`config.mk`:
```
export PLATFORM = sky130hd
export DESIGN_NAME = branch_scan_sequencer_flat
export DESIGN_NICKNAME = d
export VERILOG_FILES = /design/src/rtl/branch_scan_sequencer_pkg.sv /design/src/rtl/branch_scan_sequencer_if.sv /design/src/rtl/branch_target_cache.sv /design/src/rtl/branch_scan_sequencer.sv /design/src/flat_wrapper.sv
export SDC_FILE = /design/constraint.sdc
export NUM_CORES = 1
export LEC_CHECK = 0
export ABC_AREA = 1
export BUFFER_PORTS_ARGS = -buffer_cell sky130_fd_sc_hd__buf_2
export CAP_MARGIN = 15
export CORE_UTILIZATION = 60
export CTS_BUF_LIST = sky130_fd_sc_hd__clkbuf_2
export DETAILED_ROUTE_END_ITERATION = 12
export GPL_ROUTABILITY_DRIVEN = 0
export PLACE_DENSITY_LB_ADDON = 0.15
export SLEW_MARGIN = 0
export SYNTH_ARGS = -nofsm -noshare
export SYNTH_HDL_FRONTEND = slang
export SYNTH_HIERARCHICAL = 1
export SYNTH_SLANG_ARGS = --single-unit
export TNS_END_PERCENT = 5
```
`constraint.sdc`:
```
create_clock -name clock -period 3.8 [get_ports clock]
set_input_delay 0.76 -clock clock [delete_from_list [all_inputs] [get_ports clock]]
set_output_delay 0.76 -clock clock [all_outputs]
set_load 0.05 [all_outputs]
```
`src/rtl/branch_scan_sequencer_pkg.sv`:
```
// Shared definitions for the branch scan sequencer: opcode encoding,
// FSM state type and bracket-classification helpers.
// No ports (package).
package branch_scan_sequencer_pkg;

  localparam int unsigned OP_W = 4;

  typedef logic [OP_W-1:0] op_code_t;

  localparam op_code_t NOP = 4'h0;
  localparam op_code_t CBF = 4'h1;
  localparam op_code_t CBB = 4'h2;

  typedef enum logic [2:0] {
    IDLE  = 3'd0,
    FETCH = 3'd1,
    WAIT  = 3'd2,
    DONE  = 3'd3,
    ERR   = 3'd4
  } scan_state_e;

  // Bracket that closes the scan: CBB going forward, CBF going backward.
  function automatic logic is_close(op_code_t op, logic dir);
    return dir ? (op == CBF) : (op == CBB);
  endfunction

  // Bracket that opens a nested level in the scan direction.
  function automatic logic is_open(op_code_t op, logic dir);
    return dir ? (op == CBB) : (op == CBF);
  endfunction

endpackage

```
`src/rtl/branch_scan_sequencer_if.sv`:
```
// Request / program-memory / status bundle of the branch scan sequencer.
//   master: requester + memory side (drives start/dir/start_pc/abort,
//           fetch_gnt/instr_valid/instr)
//   slave : the sequencer (drives fetch_req/fetch_addr, busy/done/error,
//           target_pc)
interface branch_scan_sequencer_if
  import branch_scan_sequencer_pkg::*;
#(
  parameter int unsigned ADDR_W = 16
);

  logic              start;
  logic              dir;
  logic [ADDR_W-1:0] start_pc;
  logic              abort;
  logic              fetch_req;
  logic [ADDR_W-1:0] fetch_addr;
  logic              fetch_gnt;
  logic              instr_valid;
  op_code_t          instr;
  logic              busy;
  logic              done;
  logic [ADDR_W-1:0] target_pc;
  logic              error;

  modport master (
    output start, dir, start_pc, abort, fetch_gnt, instr_valid, instr,
    input  fetch_req, fetch_addr, busy, done, target_pc, error
  );

  modport slave (
    input  start, dir, start_pc, abort, fetch_gnt, instr_valid, instr,
    output fetch_req, fetch_addr, busy, done, target_pc, error
  );

endinterface

```
`src/rtl/branch_target_cache.sv`:
```
// Single-entry cache of the last successful scan {dir, start_pc, target_pc}.
// Ports:
//   clock, reset_n            : clock, synchronous active-low reset
//   lookup_dir_i, lookup_pc_i : request being checked for a hit
//   fill_i, fill_*_i          : write the entry (on a done pulse)
//   clear_i                   : invalidate the entry (on an error pulse)
//   hit_c_o                   : combinational hit for the current lookup
//   target_o                  : stored target_pc
module branch_target_cache #(
  parameter int unsigned ADDR_W = 16
) (
  input  logic              clock,
  input  logic              reset_n,
  input  logic              lookup_dir_i,
  input  logic [ADDR_W-1:0] lookup_pc_i,
  input  logic              fill_i,
  input  logic              fill_dir_i,
  input  logic [ADDR_W-1:0] fill_pc_i,
  input  logic [ADDR_W-1:0] fill_target_i,
  input  logic              clear_i,
  output logic              hit_c_o,
  output logic [ADDR_W-1:0] target_o
);

  logic              valid_q;
  logic              dir_q;
  logic [ADDR_W-1:0] pc_q;
  logic [ADDR_W-1:0] target_q;

  // Entry storage; clear wins over fill (they never coincide in practice).
  always_ff @(posedge clock) begin
    if (!reset_n) begin
      valid_q  <= 1'b0;
      dir_q    <= 1'b0;
      pc_q     <= '0;
      target_q <= '0;
    end else if (clear_i) begin
      valid_q  <= 1'b0;
    end else if (fill_i) begin
      valid_q  <= 1'b1;
      dir_q    <= fill_dir_i;
      pc_q     <= fill_pc_i;
      target_q <= fill_target_i;
    end
  end

  assign hit_c_o  = valid_q && (dir_q == lookup_dir_i) && (pc_q == lookup_pc_i);
  assign target_o = target_q;

endmodule

```
`src/rtl/branch_scan_sequencer.sv`:
```
// Scans program memory from a conditional branch to its matching bracket,
// tracking nesting depth, and reports the match address or an error.
// Optional feature: BRANCH_TARGET_CACHE_EN adds a single-entry target cache.
// Ports:
//   clock, reset_n : clock, synchronous active-low reset
//   bus (slave)    : start/dir/start_pc/abort request, fetch_req/fetch_addr/
//                    fetch_gnt memory request, instr_valid/instr response,
//                    busy/done/error status and target_pc result
module branch_scan_sequencer
  import branch_scan_sequencer_pkg::*;
#(
  parameter int unsigned ADDR_W  = 16,
  parameter int unsigned DEPTH_W = 8
) (
  input logic                    clock,
  input logic                    reset_n,
  branch_scan_sequencer_if.slave bus
);

  localparam logic [ADDR_W-1:0]  ADDR_MAX  = '1;
  localparam logic [DEPTH_W-1:0] DEPTH_MAX = '1;

  scan_state_e        state_q, state_d;
  logic [ADDR_W-1:0]  cursor_q, cursor_d;
  logic [ADDR_W-1:0]  target_q, target_d;
  logic [DEPTH_W-1:0] depth_q, depth_d;
  logic               dir_q, dir_d;
  logic               fetch_req_q, busy_q, done_q, error_q;

  logic start_at_edge_c;
  logic cursor_at_edge_c;
  logic close_c;
  logic open_c;

  // A start that would step past either end of memory fails immediately.
  assign start_at_edge_c  = bus.dir ? (bus.start_pc == '0) : (bus.start_pc == ADDR_MAX);
  assign cursor_at_edge_c = dir_q ? (cursor_q == '0) : (cursor_q == ADDR_MAX);
  assign close_c          = is_close(bus.instr, dir_q);
  assign open_c           = is_open(bus.instr, dir_q);

`ifdef BRANCH_TARGET_CACHE_EN
  logic [ADDR_W-1:0] start_pc_q, start_pc_d;
  logic              cache_hit_c;
  logic [ADDR_W-1:0] cache_target;

  // Filled in the DONE cycle, so the entry is ready for the next IDLE start.
  branch_target_cache #(
    .ADDR_W(ADDR_W)
  ) u_cache (
    .clock        (clock),
    .reset_n      (reset_n),
    .lookup_dir_i (bus.dir),
    .lookup_pc_i  (bus.start_pc),
    .fill_i       (state_q == DONE),
    .fill_dir_i   (dir_q),
    .fill_pc_i    (start_pc_q),
    .fill_target_i(target_q),
    .clear_i      (state_q == ERR),
    .hit_c_o      (cache_hit_c),
    .target_o     (cache_target)
  );

  // Request key kept for the cache fill.
  always_ff @(posedge clock) begin
    if (!reset_n) start_pc_q <= '0;
    else          start_pc_q <= start_pc_d;
  end
`endif

  // Next-state and datapath decisions.
  always_comb begin
    state_d  = state_q;
    cursor_d = cursor_q;
    target_d = target_q;
    depth_d  = depth_q;
    dir_d    = dir_q;
`ifdef BRANCH_TARGET_CACHE_EN
    start_pc_d = start_pc_q;
`endif

    unique case (state_q)
      IDLE: begin
        if (bus.start) begin
          dir_d   = bus.dir;
          depth_d = '0;
`ifdef BRANCH_TARGET_CACHE_EN
          start_pc_d = bus.start_pc;
          if (cache_hit_c) begin
            state_d  = DONE;
            target_d = cache_target;
          end else
`endif
          if (start_at_edge_c) begin
            state_d = ERR;
          end else begin
            cursor_d = bus.dir ? (bus.start_pc - ADDR_W'(1)) : (bus.start_pc + ADDR_W'(1));
            state_d  = FETCH;
          end
        end
      end

      FETCH: begin
        if (bus.abort)          state_d = IDLE;
        else if (bus.fetch_gnt) state_d = WAIT;
      end

      WAIT: begin
        if (bus.abort) begin
          state_d = IDLE;
        end else if (bus.instr_valid) begin
          if (close_c && (depth_q == '0)) begin
            state_d  = DONE;
            target_d = cursor_q;
          end else if (open_c && (depth_q == DEPTH_MAX)) begin
            state_d = ERR;
          end else begin
            if (close_c)     depth_d = depth_q - DEPTH_W'(1);
            else if (open_c) depth_d = depth_q + DEPTH_W'(1);
            // Non-match: step on, unless that would wrap the address.
            if (cursor_at_edge_c) begin
              state_d = ERR;
            end else begin
              cursor_d = dir_q ? (cursor_q - ADDR_W'(1)) : (cursor_q + ADDR_W'(1));
              state_d  = FETCH;
            end
          end
        end
      end

      DONE:    state_d = IDLE;
      ERR:     state_d = IDLE;
      default: state_d = IDLE;
    endcase
  end

  // State, datapath and registered status outputs decoded from next state.
  always_ff @(posedge clock) begin
    if (!reset_n) begin
      state_q     <= IDLE;
      cursor_q    <= '0;
      target_q    <= '0;
      depth_q     <= '0;
      dir_q       <= 1'b0;
      fetch_req_q <= 1'b0;
      busy_q      <= 1'b0;
      done_q      <= 1'b0;
      error_q     <= 1'b0;
    end else begin
      state_q     <= state_d;
      cursor_q    <= cursor_d;
      target_q    <= target_d;
      depth_q     <= depth_d;
      dir_q       <= dir_d;
      fetch_req_q <= (state_d == FETCH);
      busy_q      <= (state_d != IDLE);
      done_q      <= (state_d == DONE);
      error_q     <= (state_d == ERR);
    end
  end

  assign bus.fetch_req  = fetch_req_q;
  assign bus.fetch_addr = cursor_q;
  assign bus.busy       = busy_q;
  assign bus.done       = done_q;
  assign bus.error      = error_q;
  assign bus.target_pc  = target_q;

endmodule
```
`src/flat_wrapper.sv`:
```
// flat-port wrapper written by rule: the top's interface ports become plain ports
module branch_scan_sequencer_flat import branch_scan_sequencer_pkg::*;
#(
  parameter int unsigned ADDR_W  = 16,
  parameter int unsigned DEPTH_W = 8
)
  (clock, reset_n, bus_start, bus_dir, bus_start_pc, bus_abort, bus_fetch_gnt, bus_instr_valid, bus_instr, bus_fetch_req, bus_fetch_addr, bus_busy, bus_done, bus_target_pc, bus_error);
  branch_scan_sequencer_if #(.ADDR_W(ADDR_W)) bus_i ();
  input logic clock;
  input logic reset_n;
  input wire logic [$bits(bus_i.start)-1:0] bus_start;
  input wire logic [$bits(bus_i.dir)-1:0] bus_dir;
  input wire logic [$bits(bus_i.start_pc)-1:0] bus_start_pc;
  input wire logic [$bits(bus_i.abort)-1:0] bus_abort;
  input wire logic [$bits(bus_i.fetch_gnt)-1:0] bus_fetch_gnt;
  input wire logic [$bits(bus_i.instr_valid)-1:0] bus_instr_valid;
  input wire logic [$bits(bus_i.instr)-1:0] bus_instr;
  output wire logic [$bits(bus_i.fetch_req)-1:0] bus_fetch_req;
  output wire logic [$bits(bus_i.fetch_addr)-1:0] bus_fetch_addr;
  output wire logic [$bits(bus_i.busy)-1:0] bus_busy;
  output wire logic [$bits(bus_i.done)-1:0] bus_done;
  output wire logic [$bits(bus_i.target_pc)-1:0] bus_target_pc;
  output wire logic [$bits(bus_i.error)-1:0] bus_error;
  assign bus_i.start = bus_start;
  assign bus_i.dir = bus_dir;
  assign bus_i.start_pc = bus_start_pc;
  assign bus_i.abort = bus_abort;
  assign bus_i.fetch_gnt = bus_fetch_gnt;
  assign bus_i.instr_valid = bus_instr_valid;
  assign bus_i.instr = bus_instr;
  assign bus_fetch_req = bus_i.fetch_req;
  assign bus_fetch_addr = bus_i.fetch_addr;
  assign bus_busy = bus_i.busy;
  assign bus_done = bus_i.done;
  assign bus_target_pc = bus_i.target_pc;
  assign bus_error = bus_i.error;
  branch_scan_sequencer #(.ADDR_W(ADDR_W), .DEPTH_W(DEPTH_W)) u_core (.clock(clock), .reset_n(reset_n), .bus(bus_i));
endmodule
```
==> out/results.tsv <==
stage	metric	value	unit
timing	Slew headroom	55.7	%
detailed_routing	WL/cell	12.8	um
critical_path	Critical Path Source Type	flop	
clock_network	root buffer selected by CTS	clkbuf_2	
critical_path	flop-to-flop setup slack	1.41	ns
floorplanning	die area	8320	um2
detailed_routing	Detail Route Antenna Nets	0	
grt	GRT Util Overall	29.6	%
clock_network	CTS clk-pin slew, worst paths	0.26	ns
timing	Setup TNS	0	ns
clock_network	Resized Gates After CTS	0	
critical_path	CP cell instances	inv_2 -> nand3_4 -> clkinv_2 -> nand4_4 -> nand2_2 -> inv_2 -> nand4_1 -> nor2_1 -> nor2_1	
detailed_routing	via count	5357	
yosys	register area share after synthesis	20.1	%
clock_network	post-CTS setup buffers	0	
detailed_routing	Total Wirelength	12400	um
worst_hold_path	Hold WC Path Type	reg -> reg	
yosys	Syn Nets	878	
clock_network	hold_buf cts	0	
floorplanning	I/O pin cnt	63	
critical_path	Critical Path Sink	u_core/bus.fetch_addr[10]$_SDFFE_PN0P_	
timing	Tcrit/Tclk final	62.8	%
timing	Hold Vio Cnt, Final	0	
yosys	Post-synth EDFFs	0	
grt	largest net degree at the start of global routing	40	
detailed_routing	DRT iter0 DRCs	298	
timing	Slew Limit Fails	0	
timing	clk_skew	0.00542	ns
critical_path	Critical Path End Type	flop	
floorplanning	die height	91.2	um
yosys	top_reg_cell synth	dfxtp_1	
yosys	Yosys reg bits	48	
clock_network	clock sinks	48	
place	DP HPWL	9680	um
grt	first-pass GRT wire length	20500	um
grt	total grt overflow	0	
run	total of max-cap violations	0	
detailed_routing	# DRC	0	
clock_network	Max clock buf depth	2	
floorplanning	Die X	91.2	um
timing	final setup vio count	0	
yosys	area leader, netlist	dfxtp_1	
finish	share of cells above drive strength 1	13.5	%
critical_path	Reg-to-Reg Start	u_core/state_q[0]$_SDFF_PN0_	
detailed_routing	routed vias/inst	5.52	
power	worst vdd ir	204	uV
finish	nets	932	
critical_path	worst setup path startpoint	u_core/state_q[0]$_SDFF_PN0_	
critical_path	Setup Crit Path Kind	reg -> reg	
clock_network	TritonCTS clock tree	yes	
clock_network	CTS H-tree depth	2	
yosys	Yosys top cell area share	20.1	%
timing	unrepaired setup endpoints after global routing	no	
critical_path	Crit path arrival time	2.75	ns
critical_path	slowest CP cell	dfxtp_1	
finish	Final Core Density	67.4	%
critical_path	R2R Path End	u_core/bus.fetch_addr[10]$_SDFFE_PN0P_	
floorplanning	core area	7730	um2
yosys	top cells by count, synth	239 x nand2_1, 123 x inv_1, 95 x nor2_1	
power	PD cells	305	nW/um2
worst_hold_path	hold path cells	2	
timing	Max Fclk	419	MHz
timing	Worst-Margin Slew	0.665	ns
critical_path	Worst R2R Path Depth	9	
clock_network	number of buffers created by CTS	5	
critical_path	CP Max Fanout	24	
grt	number of global-route vias before repair	4719	
timing	minimum clock period	2.39	ns
yosys	syn_area_per_cell	5.86	um2
yosys	most frequent cell after synthesis	nand2_1	
yosys	Yosys warning total	6	
critical_path	Req. time, crit path	4.16	ns
yosys	area of the mapped netlist	4770	um2
clock_network	Clock Latency Late Sink	0.42	ns
power	total power	0.00159	W
grt	antenna violations before repair	0	
detailed_routing	DRT Pass-1 Iters	5	
floorplanning	Rows	32	
status	status	completed	
yosys	Unique masters post-synth	39	
timing	worst hold margin	0.462	ns
yosys	Cells after Synth	814	
critical_path	Max stage delay on crit path	0.45	ns
timing	setup ws final	1.41	ns
place	DP Worst Slack	1.08	ns
yosys	FFs w/ async S/R, synth	0	%
finish	Layout Area Growth over Synthesis	9.07	%
floorplanning	effective utilization at floorplan	61.8	%
finish	diode count	0	
power	static leakage	2.83	nW
yosys	ranking of synthesized cells by area	dfxtp_1 20%, nand2_1 19%, inv_1 9.7%, ha_1 8.9%, nor2_1 7.5%	
place	port bufs	62	
[registers in the layout (all words and copies together), names as in the netlist]
register	cells
u_core/bus.fetch_addr	16
u_core/bus.error	1
u_core/depth_q	8
u_core/bus.done	1
u_core/state_q	3
u_core/bus.target_pc	16
u_core/bus.fetch_req	1
u_core/dir_q	1
u_core/bus.busy	1
[worst min path at each step]
stage | slack [ns] | from | end
3_3_place_gp | 0.43 | u_core/bus.target_pc[9]$_SDFFE_PN0P_ | u_core/bus.target_pc[9]$_SDFFE_PN0P_
5_1_grt | 0.48 | u_core/bus.target_pc[8]$_SDFFE_PN0P_ | u_core/bus.target_pc[8]$_SDFFE_PN0P_
6_report | 0.46 | u_core/bus.target_pc[15]$_SDFFE_PN0P_ | u_core/bus.target_pc[15]$_SDFFE_PN0P_
3_5_place_dp | 0.43 | u_core/bus.target_pc[15]$_SDFFE_PN0P_ | u_core/bus.target_pc[15]$_SDFFE_PN0P_
4_1_cts | 0.46 | u_core/bus.target_pc[15]$_SDFFE_PN0P_ | u_core/bus.target_pc[15]$_SDFFE_PN0P_
2_1_floorplan | 0.45 | u_core/depth_q[3]$_SDFFE_PN0P_ | u_core/depth_q[3]$_SDFFE_PN0P_
[logic make-up after synthesis]
kind of cell / share of synthesized area [%]
AO/OA/AOI/OAI: 13.6
flip-flops: 20.1
AND/OR/NAND/NOR: 42.4
XOR/XNOR: 1.10
buffers and inverters: 12.6
adder cells (fa/ha/maj): 10.2
[layer usage]
metal	vias to the layer above	GRT usage (%)	share of wire, %	wire length [um]
met5	-	0	0	0
met4	0	8.60	1.5	186
met3	24	4.52	6.4	799
met2	225	51.3	47	5870
met1	2414	37.9	45	5580
li1	2694	-	-	-
[power by group]
group | switching, W | internal, W
combinational | 0.000441 | 0.000202
clock | 0.000175 | 0.000179
sequential | 0.0000588 | 0.000533
total | 0.000675 | 0.000915
[per-stage QoR]
stage	area, um2	std cells
after floorplan	4770	814
final	5210	971
after detailed placement	5110	963
after global routing	5210	971
after global placement	5110	963
after CTS	5210	971
[placed cells by master, fill, tap and decap left out, drive strengths merged, types with 2 or more instances in the layout]
master and count:
nor3 10, and2 3, nand3 69, or2 7, nand3b 7, o21ai 46
a31oi 2, nand2 248, fa 3, ha 34, nand4 15, o21bai 6
inv 131, xnor2 4, a21oi 61, bufinv 2, nor2 101, clkbuf 5
buf 63, dfxtp 48, xor2 2
[final cells by class]
| cell class | count | area (um2) |
|---|---|---|
| Clock buffer | 5 | 25.0 |
| Timing Repair Buffer | 63 | 318 |
| Clock inverter | 3 | 68.8 |
| Multi-Input combinational cell | 619 | 3210 |
| Sequential cell | 48 | 961 |
| Tap cell | 102 | 128 |
| Fill cell | 721 | 2520 |
| Inverter | 131 | 493 |
[worst max-delay path, delay by kind of cell, from the launching register on]
kind                   cells  cell delay (ns)
AND/OR/NAND/NOR            6             1.31
flip-flops                 1             0.45
buffers and inverters      3             0.55
(Power assumes the default switching activity.)
